File: src/rtl/life_pkg.sv
// Shared types, default Conway masks and the neighbour popcount helper
// for the life_board Game-of-Life array.
package life_pkg;

  typedef enum logic [1:0] {
    S_IDLE = 2'd0,
    S_RUN  = 2'd1,
    S_HALT = 2'd2
  } state_t;

  localparam logic [8:0] CONWAY_BIRTH   = 9'b000001000;
  localparam logic [8:0] CONWAY_SURVIVE = 9'b000001100;
  localparam int         NCOUNT_W       = 4;

  // Counts live neighbours; result 0..8 indexes the 9-bit rule masks.
  function automatic logic [NCOUNT_W-1:0] popcount8(input logic [7:0] v);
    logic [NCOUNT_W-1:0] n;
    n = 4'd0;
    for (int i = 0; i < 8; i++) begin
      n = n + {3'b000, v[i]};
    end
    return n;
  endfunction

endpackage

File: src/rtl/life_rule_cell.sv
// Combinational next-state of one Life-like cell: popcount of its eight
// neighbours looked up in the birth or survive mask.
module life_rule_cell
  import life_pkg::*;
(
  input  logic       alive_i,
  input  logic [7:0] nbr_i,
  input  logic [8:0] birth_mask_i,
  input  logic [8:0] survive_mask_i,
  output logic       next_o
);

  logic [NCOUNT_W-1:0] count_s;

  assign count_s = popcount8(nbr_i);

  // Select the mask by current liveness, then index it by neighbour count.
  always_comb begin
    next_o = 1'b0;
    if (count_s <= 4'd8) begin
      if (alive_i) begin
        next_o = survive_mask_i[count_s];
      end else begin
        next_o = birth_mask_i[count_s];
      end
    end else begin
      next_o = 1'b0;
    end
  end

endmodule

File: src/rtl/life_board.sv
// ROWS x COLS rule-programmable Life board with row load, step/run control,
// generation counter and still-life detection. LIFE_BOARD_TORUS_EN wraps edges.
module life_board
  import life_pkg::*;
#(
  parameter int ROWS  = 8,
  parameter int COLS  = 8,
  parameter int GEN_W = 16
) (
  input  logic                    clk,
  input  logic                    rst,
  input  logic                    ena,
  input  logic [8:0]              birth_mask,
  input  logic [8:0]              survive_mask,
  input  logic                    load_valid,
  output logic                    load_ready,
  input  logic [$clog2(ROWS)-1:0] load_row,
  input  logic [COLS-1:0]         load_data,
  input  logic                    step,
  input  logic                    run,
  output logic [ROWS*COLS-1:0]    cells_q,
  output logic [GEN_W-1:0]        generation,
  output logic                    stable
);

  state_t                 state_q;
  logic [GEN_W-1:0]       gen_q;
  logic [GEN_W-1:0]       gen_d;
  logic                   stable_q;
  logic [ROWS*COLS-1:0]   cells_d;
  logic                   same_s;

  // Neighbour lookup; off-board positions wrap or read as dead.
  function automatic logic cell_at(input logic [ROWS*COLS-1:0] b,
                                   input int r, input int c);
`ifdef LIFE_BOARD_TORUS_EN
    int rr;
    int cc;
    rr = (r + ROWS) % ROWS;
    cc = (c + COLS) % COLS;
    return b[rr*COLS + cc];
`else
    if (r < 0 || r >= ROWS || c < 0 || c >= COLS) begin
      return 1'b0;
    end else begin
      return b[r*COLS + c];
    end
`endif
  endfunction

  for (genvar r = 0; r < ROWS; r++) begin : g_row
    for (genvar c = 0; c < COLS; c++) begin : g_col
      logic [7:0] nbr_s;
      assign nbr_s = {cell_at(cells_q, r-1, c-1), cell_at(cells_q, r-1, c),
                      cell_at(cells_q, r-1, c+1), cell_at(cells_q, r,   c-1),
                      cell_at(cells_q, r,   c+1), cell_at(cells_q, r+1, c-1),
                      cell_at(cells_q, r+1, c),   cell_at(cells_q, r+1, c+1)};
      life_rule_cell u_cell (
        .alive_i        (cells_q[r*COLS + c]),
        .nbr_i          (nbr_s),
        .birth_mask_i   (birth_mask),
        .survive_mask_i (survive_mask),
        .next_o         (cells_d[r*COLS + c])
      );
    end
  end

  assign same_s     = (cells_d == cells_q);
  assign gen_d      = gen_q + {{(GEN_W-1){1'b0}}, 1'b1};
  assign load_ready = !rst && ena && (state_q == S_IDLE);
  assign generation = gen_q;
  assign stable     = stable_q;

  // Control FSM with board, generation and stability registers.
  always_ff @(posedge clk) begin
    if (rst) begin
      state_q  <= S_IDLE;
      cells_q  <= '0;
      gen_q    <= '0;
      stable_q <= 1'b0;
    end else if (ena) begin
      case (state_q)
        S_IDLE: begin
          if (load_valid && load_ready) begin
            // Out-of-range rows still complete the handshake but write nothing.
            if (int'(load_row) < ROWS) begin
              cells_q[int'(load_row)*COLS +: COLS] <= load_data;
            end
            gen_q    <= '0;
            stable_q <= 1'b0;
          end else if (run) begin
            state_q <= S_RUN;
          end else if (step) begin
            cells_q  <= cells_d;
            gen_q    <= gen_d;
            stable_q <= same_s;
          end
        end
        S_RUN: begin
          cells_q  <= cells_d;
          gen_q    <= gen_d;
          stable_q <= same_s;
          if (!run) begin
            state_q <= S_IDLE;
          end else if (same_s) begin
            state_q <= S_HALT;
          end
        end
        S_HALT: begin
          if (!run) begin
            state_q <= S_IDLE;
          end
        end
        default: begin
          state_q <= S_IDLE;
        end
      endcase
    end
  end

endmodule
File: config.mk
export PLATFORM = sky130hd
export DESIGN_NAME = life_board
export DESIGN_NICKNAME = d
export VERILOG_FILES = /design/src/rtl/life_pkg.sv /design/src/rtl/life_rule_cell.sv /design/src/rtl/life_board.sv
export SDC_FILE = /design/constraint.sdc
export NUM_CORES = 1
export LEC_CHECK = 0
export ABC_AREA = 1
export CORE_MARGIN = 2
export CORE_UTILIZATION = 35
export DETAILED_ROUTE_END_ITERATION = 10
export DONT_BUFFER_PORTS = 1
export PLACE_DENSITY = 0.5
export SLEW_MARGIN = 20
export SYNTH_ARGS = -nofsm -noshare
export SYNTH_HDL_FRONTEND = slang
export SYNTH_SLANG_ARGS = --single-unit
File: constraint.sdc
create_clock -name clk -period 5.9 [get_ports clk]
set_clock_uncertainty 0.2 [all_clocks]
set_input_delay 0.885 -clock clk [delete_from_list [all_inputs] [get_ports clk]]
set_output_delay 0.885 -clock clk [all_outputs]
set_load 0.01 [all_outputs]
* Word-level counts from Yosys, hierarchy flattened
Index checks and enable logic that the tools add are counted.
Operators by class: $add $sub $neg 351, multipliers 0, divide/modulo/power cells 0, $lt $le $gt $ge 128, equal/unequal tests 9, shifts and indexed selects 2, mux-type cells 403, bitwise operators 0, reduce and logical (&&, ||, !) cells 8
Operators with widths (number):
- $add A4 B1 Y4 | 292
- $bmux W1 S4 | 128
- $lt A4 B5 Y1 const B | 64
- $mux W1 | 259
- $le A4 B4 Y1 const B | 64
- $mux W64 | 3
- $pmux W64 S2 | 1
- $add A1 B1 Y2 | 57
- $bwmux W64 | 1
- $eq A64 B64 Y1 | 1
- $shift A8 B33 Y64 const A | 1
- $shiftx A8 B33 Y64 | 1
- $mux W16 | 3
- $neg A6 Y33 | 1
- $pmux W16 S2 | 1
- $add A16 B1 Y16 const B | 1
- $mux W2 | 5
- $ne A2 B2 Y1 const B | 3
- $ne A3 B2 Y1 const B | 2
- $pmux W2 S3 | 1
- $reduce_and A5 Y1 | 1
- $reduce_and A4 Y1 | 1
- $logic_and A1 B1 Y1 | 3
- $ne A3 B3 Y1 const B | 1
- 6 further kinds | 6
Word-level totals: register bits 83, bits in latches 0, bits in writable memories 0, memory bits (read-only) 0, bits of input ports 35, output and inout port bits 82, word-level logic and storage cells 905, memories 0

* Logic depth before layout (Yosys ltp)
Gate-level depths: netlist of the first run.
depth in word-level cells 16, depth in mapped cells 25, gate-level depth less buffers 25

* Cells and area by module
Synthesis of the first run repeated with hierarchy kept, for this count alone.
Unflattened totals: cell total of the unflattened synthesis 5106, area total of the unflattened synthesis 29396.9 um^2
Modules (own cells, without submodules):
- life_rule_cell at g_row[0].g_col[0].u_cell ... | times used 62, cells an instance 67, area an instance 377.9 um^2, seq. area each 0.0 um^2
- life_board | times used 1, cells an instance 828, area an instance 5238.8 um^2, seq. area each 1661.6 um^2
- life_rule_cell at g_row[7].g_col[5].u_cell ... | times used 2, cells an instance 62, area an instance 365.4 um^2, seq. area each 0.0 um^2

* Worst setup path after synthesis of the first run
Ideal clock, no wire load.
path type register to register, from register cells_q[54], to register state_q[0], setup time 0.115 ns, data arrival time 4.046 ns, required time 5.585 ns, setup slack 1.539 ns, cell stages (with the launch flop) 24, path buffers 0, clock period less this slack 4.361 ns, cells stage by stage dfxtp_1 ha_1 inv_1 fa_1 fa_1 fa_1 fa_1 inv_1 a21oi_1 o21ai_0 nand3_1 nand2_1 nand2_1 nand2_1 nand2_1 nand2_1 nor2_1 nand2_1 nor2_1 nand2_1 nor2_2 nand3_2 a21oi_1 nor2_1
On the way: word-level cells in the longest chain between the ends 14, elaborated cells between the ends (all ways) 92, classes of those cells add/sub (31); order compare (8); eq/ne (2); mux (50); reduce/logical (1)
RTL lines:
- start, declared | line life_board.sv:21 | output logic [ROWS*COLS-1:0] cells_q,
- start signal, assigned by index | line life_board.sv:87 | cells_q[int'(load_row)*COLS +: COLS] <= load_data;
- start signal, assigned | line life_board.sv:94 | cells_q <= cells_d;
- start signal, assigned | line life_board.sv:100 | cells_q <= cells_d;
- $add A1 B1 Y2 | line life_pkg.sv:20 | n = n + {3'b000, v[i]};
- $add A4 B1 Y4 (6 in series) | line life_pkg.sv:20
- $bmux W1 S4, on equally long branches | line life_rule_cell.sv:24, life_rule_cell.sv:22
- $mux W1, on equally long branches | line life_rule_cell.sv:24, life_rule_cell.sv:22
- $mux W1 | line life_rule_cell.sv:21 | if (alive_i) begin
- $mux W1 | line life_rule_cell.sv:20 | if (count_s <= 4'd8) begin
- $eq A64 B64 Y1 * | line life_board.sv:68 | assign same_s = (cells_d == cells_q);
- $ne A3 B3 Y1 (no source line) *
- $reduce_and A5 Y1 (no source line) *
- end signal, assigned | line life_board.sv:77 | state_q <= S_IDLE;
- end signal, assigned | line life_board.sv:92 | state_q <= S_RUN;
- end signal, assigned | line life_board.sv:104 | state_q <= S_IDLE;
- end, declared | line life_board.sv:26 | state_t state_q;
Every way passes the cells marked *; elsewhere a longest branch is shown, timed or not. The select of a mux whose other input is x is not followed. A chain may end at the register's enable or synchronous reset.

* Final worst setup path of the first run
from register cells_q[20], to register state_q[0]
Same word-level chain as after synthesis.

==> out/metrics.csv, run 1 <==
metric;value;unit
status;finished, final reports clean;
gr usage total;0.3062;
Nets;4199;
Die Y;266.3;um
Final Hold Fails;0;
chip width;266.3;um
area of the mapped netlist;0.02408;mm2
met3 usage;0.05287;
Global Route met1 Usage;0.3875;
Post-synth top flop;dfxtp_1;
Critical Path Sink Type;flip-flop;
clock sinks;83;
Worst IR Drop VDD;0.1573;mV
Reg clk slew, reported paths;0.07;ns
Cell variety after synth;47;
fin. max-slew vios;0;
largest area contributor in the netlist;fa_1;
worst r2r path cells;24;
Mapped Nets;4375;
initial drt markers;2783;
initial antenna violation count;0;
Synth warnings;0;
synth top area cells;fa_1 16%, nand3_1 14%, nand2_1 13%;
CP startpoint kind;flip-flop;
area growth from synthesis to layout;2.333;%
grt peak-use layer;met2;
global-route track usage on met2;0.5120;
Max Cap Viol;0;
gpl congestion;0.9111;
unrepaired setup endpoints after global routing;no;
Worst Path Required;6.04;ns
vias in the first global route;24880;
Yosys top cell area share;0.1638;
Clock Root Buffer;clkbuf_16;
Initial Util;0.3524;
Achievable Freq;0.1878;GHz
number of flops mapped to enable cells by yosys;0;
min Tclk post-route;5.325;ns
Cells after DPL;4673;
Power Density;510.2;mW/mm2
Leak Pwr;12.33;nW
commonest non-fill, non-tap cells in the layout;857 x nand2_1, 690 x nand3_1, 613 x inv_1;
Slew @ Worst Pin;1.093;ns
CTS buffer count;9;
vias;26690;
worst hold path type;flip-flop to flip-flop;
Skew-Pair Late Insertion Delay;0.41;ns
core area;0.06835;mm2
layout cell share with drive strength beyond 1;0.03494;
Async S/R FF share, synth;0;
DP HPWL;73.22;mm
Rel. slew slack;0.2661;
final setup margin;0.5750;ns
routed len/inst;23.49;um
Pwr Total;12.57;mW
first-pass GRT wire length;162.0;mm
CP arrival;5.46;ns
postcts setup bufs;0;
DRC;0;
Fin Hold WS;0.3255;ns
Clock Path Buffers;2;
count of hold-fix buffers inserted at cts;0;
# port buffers;0;
grt ovf;0;
Vias/cell;5.689;
die area;0.07092;mm2
Crit Path Max Fanout;7;
Std-Cell Rows;96;
Final Setup Violations;0;
largest net degree at the start of global routing;60;
Cells after Synth;3978;
setup TNS;0;ns
final core occ;0.3606;
number of H-tree levels;3;
Pre-antenna DRT Iters;6;
CTS tree;yes;
Final Cell Area;0.02464;mm2
period utilization;0.9025;
Final ANT Viol Nets;0;
Worst Setup Path Type;flip-flop to flip-flop;
Post-Layout Cell Count;4692;
post-synthesis register bit count;83;
final wirelength;110.2;mm
sequential-to-total area share from yosys stat;0.06900;
DP Area;0.02434;mm2
fill count;7547;
top-level I/O count;117;
Place WS;0.5694;ns
most common cell after layout, fill and taps aside;nand2_1;
mean post-synth cell area;6.054;um2
Post-CTS Resized;0;
hold path cells;2;
==> sequential cells by signal (all words and copies together), names as in the netlist <==
signal,cells
state_q,2
stable,1
cells_q,64
generation,16
==> final cells by class <==
type                            instances  area, um2  share of cell area
Antenna cell                            3      7.507           0.0003046
Clock buffer                           10      229.0            0.009291
Clock inverter                          6      65.06            0.002640
Inverter                              624       2342             0.09504
Multi-Input combinational cell       2996      18570              0.7537
Sequential cell                        83       1662             0.06742
Tap cell                              882       1104             0.04478
Timing Repair Buffer                   88      660.6             0.02681
==> cells in the mapped netlist (3+ instances only) <==
cell,instances
clkbuf_1,58
a221oi_1,47
nor4_1,4
buf_4,74
a21oi_1,380
inv_2,11
nand4_1,3
clkbuf_2,7
ha_1,165
nor2_2,5
inv_1,613
nor2_1,124
buf_6,4
nand2_1,857
nor3_1,7
dfxtp_1,83
o211ai_1,33
nand2_2,3
fa_1,197
xor2_1,34
o21ai_1,34
o21ai_0,344
buf_2,128
buf_1,4
a31oi_1,32
nand3_1,690
nand3b_1,6
a32oi_1,6
==> final timing paths <==
check	endpoint	slack, ns	start
max	state_q[0]	0.57	cells_q[20]
min	state_q[1]	0.33	state_q[1]
max reg2reg	state_q[0]	0.57	cells_q[20]
min reg2reg	state_q[1]	0.33	state_q[1]
==> kinds of logic after synthesis <==
kind of cell / after synthesis / synth area share
xor gates and xnor gates: 36 / 0.01309
and+or+nand+nor: 1710 / 0.3091
DFF: 83 / 0.06900
adders and majority gates: 362 / 0.2495
buffers and inverters: 899 / 0.1599
AOI/OAI and AO/OA: 888 / 0.1994
==> report_power, final <==
part	total, mW	leakage [nW]	switching (mW)	internal, mW
logic	11.1	11.5	7.13	4.02
clock network	0.647	0.143	0.317	0.330
registers	0.783	0.681	0.155	0.627
total	12.6	12.3	7.60	4.98
==> routing by layer <==
layer	routed length [um]	vias up
met5	0	-
met4	5069	0
met3	8969	291
met2	51010	1232
met1	45170	12440
li1	-	12730
==> critical path, stage by stage, from the launching register on <==
cell and delay (ns):
dfxtp_1 0.68, ha_1 0.34, inv_1 0.07, fa_1 0.42, fa_1 0.46, fa_1 0.41, fa_1 0.62, inv_1 0.13
a21oi_1 0.11, o21ai_0 0.08, nand3_1 0.11, nand2_1 0.06, nand2_1 0.07, nand2_1 0.09, nand2_1 0.07, nand2_1 0.04
inv_1 0.07, nand2_1 0.06, nor2_1 0.12, nand3_1 0.22, nor2_2 0.34, nand3_2 0.19, nand3_1 0.13, nand2_1 0.06
nor2_1 0.10
(Power assumes the default switching activity.)
==> inputs of run 2 (changes only) <==
Settings changed: ABC_AREA 1 to not set.
Clock period 5.9 ns to 6.76 ns, I/O delays scaled along.
==> run 2 against run 1 <==
Cell count is 33% lower. Sequential cell count unchanged. Sequential power decreased by 21%. Critical path depth fell by 10. Critical path type unchanged. Critical endpoint unchanged.
==> out/metrics.csv, run 2 <==
metric;value;unit;change
DP Area;0.02380;mm2;-2.2%
Initial Util;0.3529;;+0.0005779
most flop-heavy register;cells_q;;
final core occ;0.3671;;+0.006562
top cells by count, synth;326 x inv_1, 223 x mux4_2, 197 x fa_1;;
Fin Hold WS;0.3551;ns;+0.02962 ns
Worst R2R Setup Slack;0.45;ns;-0.12 ns
Final Setup Violations;0;;unchanged
Power Density;292.2;mW/mm2;-43%
Reg-to-Reg End;state_q[0];;
CTS tree;yes;;
DP HPWL;67.98;mm;-7.2%
number of H-tree levels;3;;unchanged
chip width;261.3;um;-1.9%
number of flops mapped to enable cells by yosys;0;;unchanged
Clock Root Buffer;clkbuf_16;;
Cells after Synth;2412;;-39%
Max Cap Viol;0;;unchanged
area of the mapped netlist;0.02316;mm2;-3.8%
Slew @ Worst Pin;1.153;ns;+0.05952 ns
Worst Path Required;6.83;ns;+0.79 ns
gpl congestion;0.9380;;+3.0%
largest area contributor in the netlist;mux4_2;;
clock sinks;83;;unchanged
Yosys top cell area share;0.2168;;+0.05307
xor/xnor share of the synthesized area;0.01475;;+0.001654
Worst setup endpoint;state_q[0];;
Leak Pwr;9.725;nW;-21%
Achievable Freq;0.1585;GHz;-16%
die area;0.06825;mm2;-3.8%
CP startpoint kind;flip-flop;;
min Tclk post-route;6.308;ns;+0.9827 ns
Post-synth top flop;dfxtp_1;;
mean post-synth cell area;9.603;um2;+59%
compound-cell area share of the yosys netlist;0.1204;;-0.07905
Skew-Pair Late Insertion Delay;0.41;ns;about the same
grt ovf;0;;unchanged
sequential-to-total area share from yosys stat;0.07174;;+0.002739
synth top area cells;mux4_2 22%, fa_1 17%, ha_1 8.9%;;
Pwr Total;7.041;mW;-44%
layout cell share with drive strength beyond 1;0.1774;;+0.1425
vias;20730;;-22%
Multi-input gate area;0.01914;mm2;+3.0%
Crit Path Max Fanout;6;;-1
core area;0.06563;mm2;-4.0%
worst hold path type;flip-flop to flip-flop;;
top-level I/O count;117;;unchanged
Post-Synth Simple-Gate Area;0.1127;;-0.1964
most common cell after layout, fill and taps aside;inv_1;;
Critical Path Sink Type;flip-flop;;
largest family of logic cells by synthesized area;multiplexers;;
Synth warnings;0;;unchanged
fill count;6567;;-13%
worst r2r path cells;14;;-42%
Post-Synth Adder-Cell Area;0.2594;;+0.009906
final wirelength;102.0;mm;-7.4%
Register Area;0.001662;mm2;unchanged
fin. max-slew vios;0;;unchanged
Post-CTS Resized;0;;unchanged
Final ANT Viol Nets;0;;unchanged
area growth from synthesis to layout;4.025;%;
post-synthesis register bit count;83;;unchanged
count of hold-fix buffers inserted at cts;0;;unchanged
initial antenna violation count;4;;+4
first-pass GRT wire length;147.4;mm;-9.0%
Rel. slew slack;0.2262;;-0.03995
vias in the first global route;21120;;-15%
Nets;2680;;-36%
# port buffers;0;;unchanged
routed len/inst;32.37;um;+38%
Pre-antenna DRT Iters;6;;unchanged
Final Hold Fails;0;;unchanged
Async S/R FF share, synth;0;;unchanged
Std-Cell Rows;94;;-2.1%
Mapped Nets;2809;;-36%
r2r startpoint;cells_q[21];;
gr usage total;0.2981;;-0.008077
status;finished, final reports clean;;
Final Cell Area;0.02409;mm2;-2.2%
Die Y;261.3;um;-1.9%
most numerous cell in the Yosys netlist;inv_1;;
largest net degree at the start of global routing;65;;+8.3%
CP arrival;6.38;ns;+0.92 ns
Worst IR Drop VDD;0.1281;mV;-19%
Worst Setup Path Type;flip-flop to flip-flop;;
postcts setup bufs;0;;unchanged
setup TNS;0;ns;unchanged
DRC;0;;unchanged
commonest non-fill, non-tap cells in the layout;326 x inv_1, 223 x mux4_2, 197 x fa_1;;
Reg clk slew, reported paths;0.08;ns;about the same
CP startpoint;cells_q[21];;
unrepaired setup endpoints after global routing;no;;
period utilization;0.9331;;+0.03055
Vias/cell;6.573;;+16%
max reg flops;64;;unchanged
initial drt markers;2334;;-16%
Clock Path Buffers;2;;unchanged
mux contribution to synthesized area;0.3179;;+0.3179
CTS buffer count;9;;unchanged
Cell variety after synth;90;;+91%
-- run 2: where the power goes --
group	leakage [nW]	internal (mW)	switching, mW
Sequential	0.679	0.532	0.0837
Clock	0.138	0.260	0.306
Combinational	8.91	2.86	3.00
-- run 2: cell families (layout without fill, tap and decap cells) --
| family | count (synthesis) | count (layout) |
|---|---|---|
| compound gates | 420 | 420 |
| flops | 83 | 83 |
| buf+inv | 560 | 436 |
| xor+xnor | 39 | 39 |
| fa+ha+maj | 362 | 362 |
| other cells | 0 | 1 |
| mux | 425 | 425 |
| simple gates | 523 | 523 |
-- run 2: cell type report --
type | count | area share
antenna | 1 | 0.0001039
clock buffer | 9 | 0.009347
clock inverter | 7 | 0.002752
inverter | 328 | 0.05110
multi-input combinational | 1769 | 0.7942
sequential | 83 | 0.06896
tap | 864 | 0.04487
timing repair buffer | 92 | 0.02866
-- run 2: worst min path at each step --
stage | to | from | slack (ns) | cells past startpoint
6_report | generation[1] | generation[1] | 0.36 | 2
2_1_floorplan | state_q[1] | state_q[1] | 0.29 | 1
3_5_place_dp | state_q[1] | state_q[1] | 0.33 | 1
3_3_place_gp | state_q[1] | state_q[1] | 0.31 | 1
5_1_grt | generation[15] | generation[15] | 0.39 | 2
4_1_cts | state_q[1] | state_q[1] | 0.35 | 1
-- run 2: metrics by stage --
stage	setup slack [ns]	cells
after detailed placement	0.5462	3136
after CTS	0.5198	3152
after global routing	0.2866	3152
final	0.4523	3153
after global placement	0.5743	3136
after floorplan	1.227	2412
-- run 2: worst max-delay path, cell delays in order, from the launching register on --
cell and delay [ns]:
dfxtp_1 0.76, ha_1 0.35, inv_1 0.07, fa_1 0.42
fa_1 0.46, fa_1 0.41, fa_1 0.63, mux4_2 0.55
mux2_2 0.29, mux2_2 0.25, o21ai_0 0.24, o22ai_1 0.24
or4_4 0.59, nor4b_4 0.53, a311oi_1 0.17
-- run 2: layer usage --
metal,global-route usage,part of all wire
met5,0,0.00023
met4,0.1772,0.069
met3,0.06001,0.095
met2,0.4951,0.47
met1,0.3580,0.37
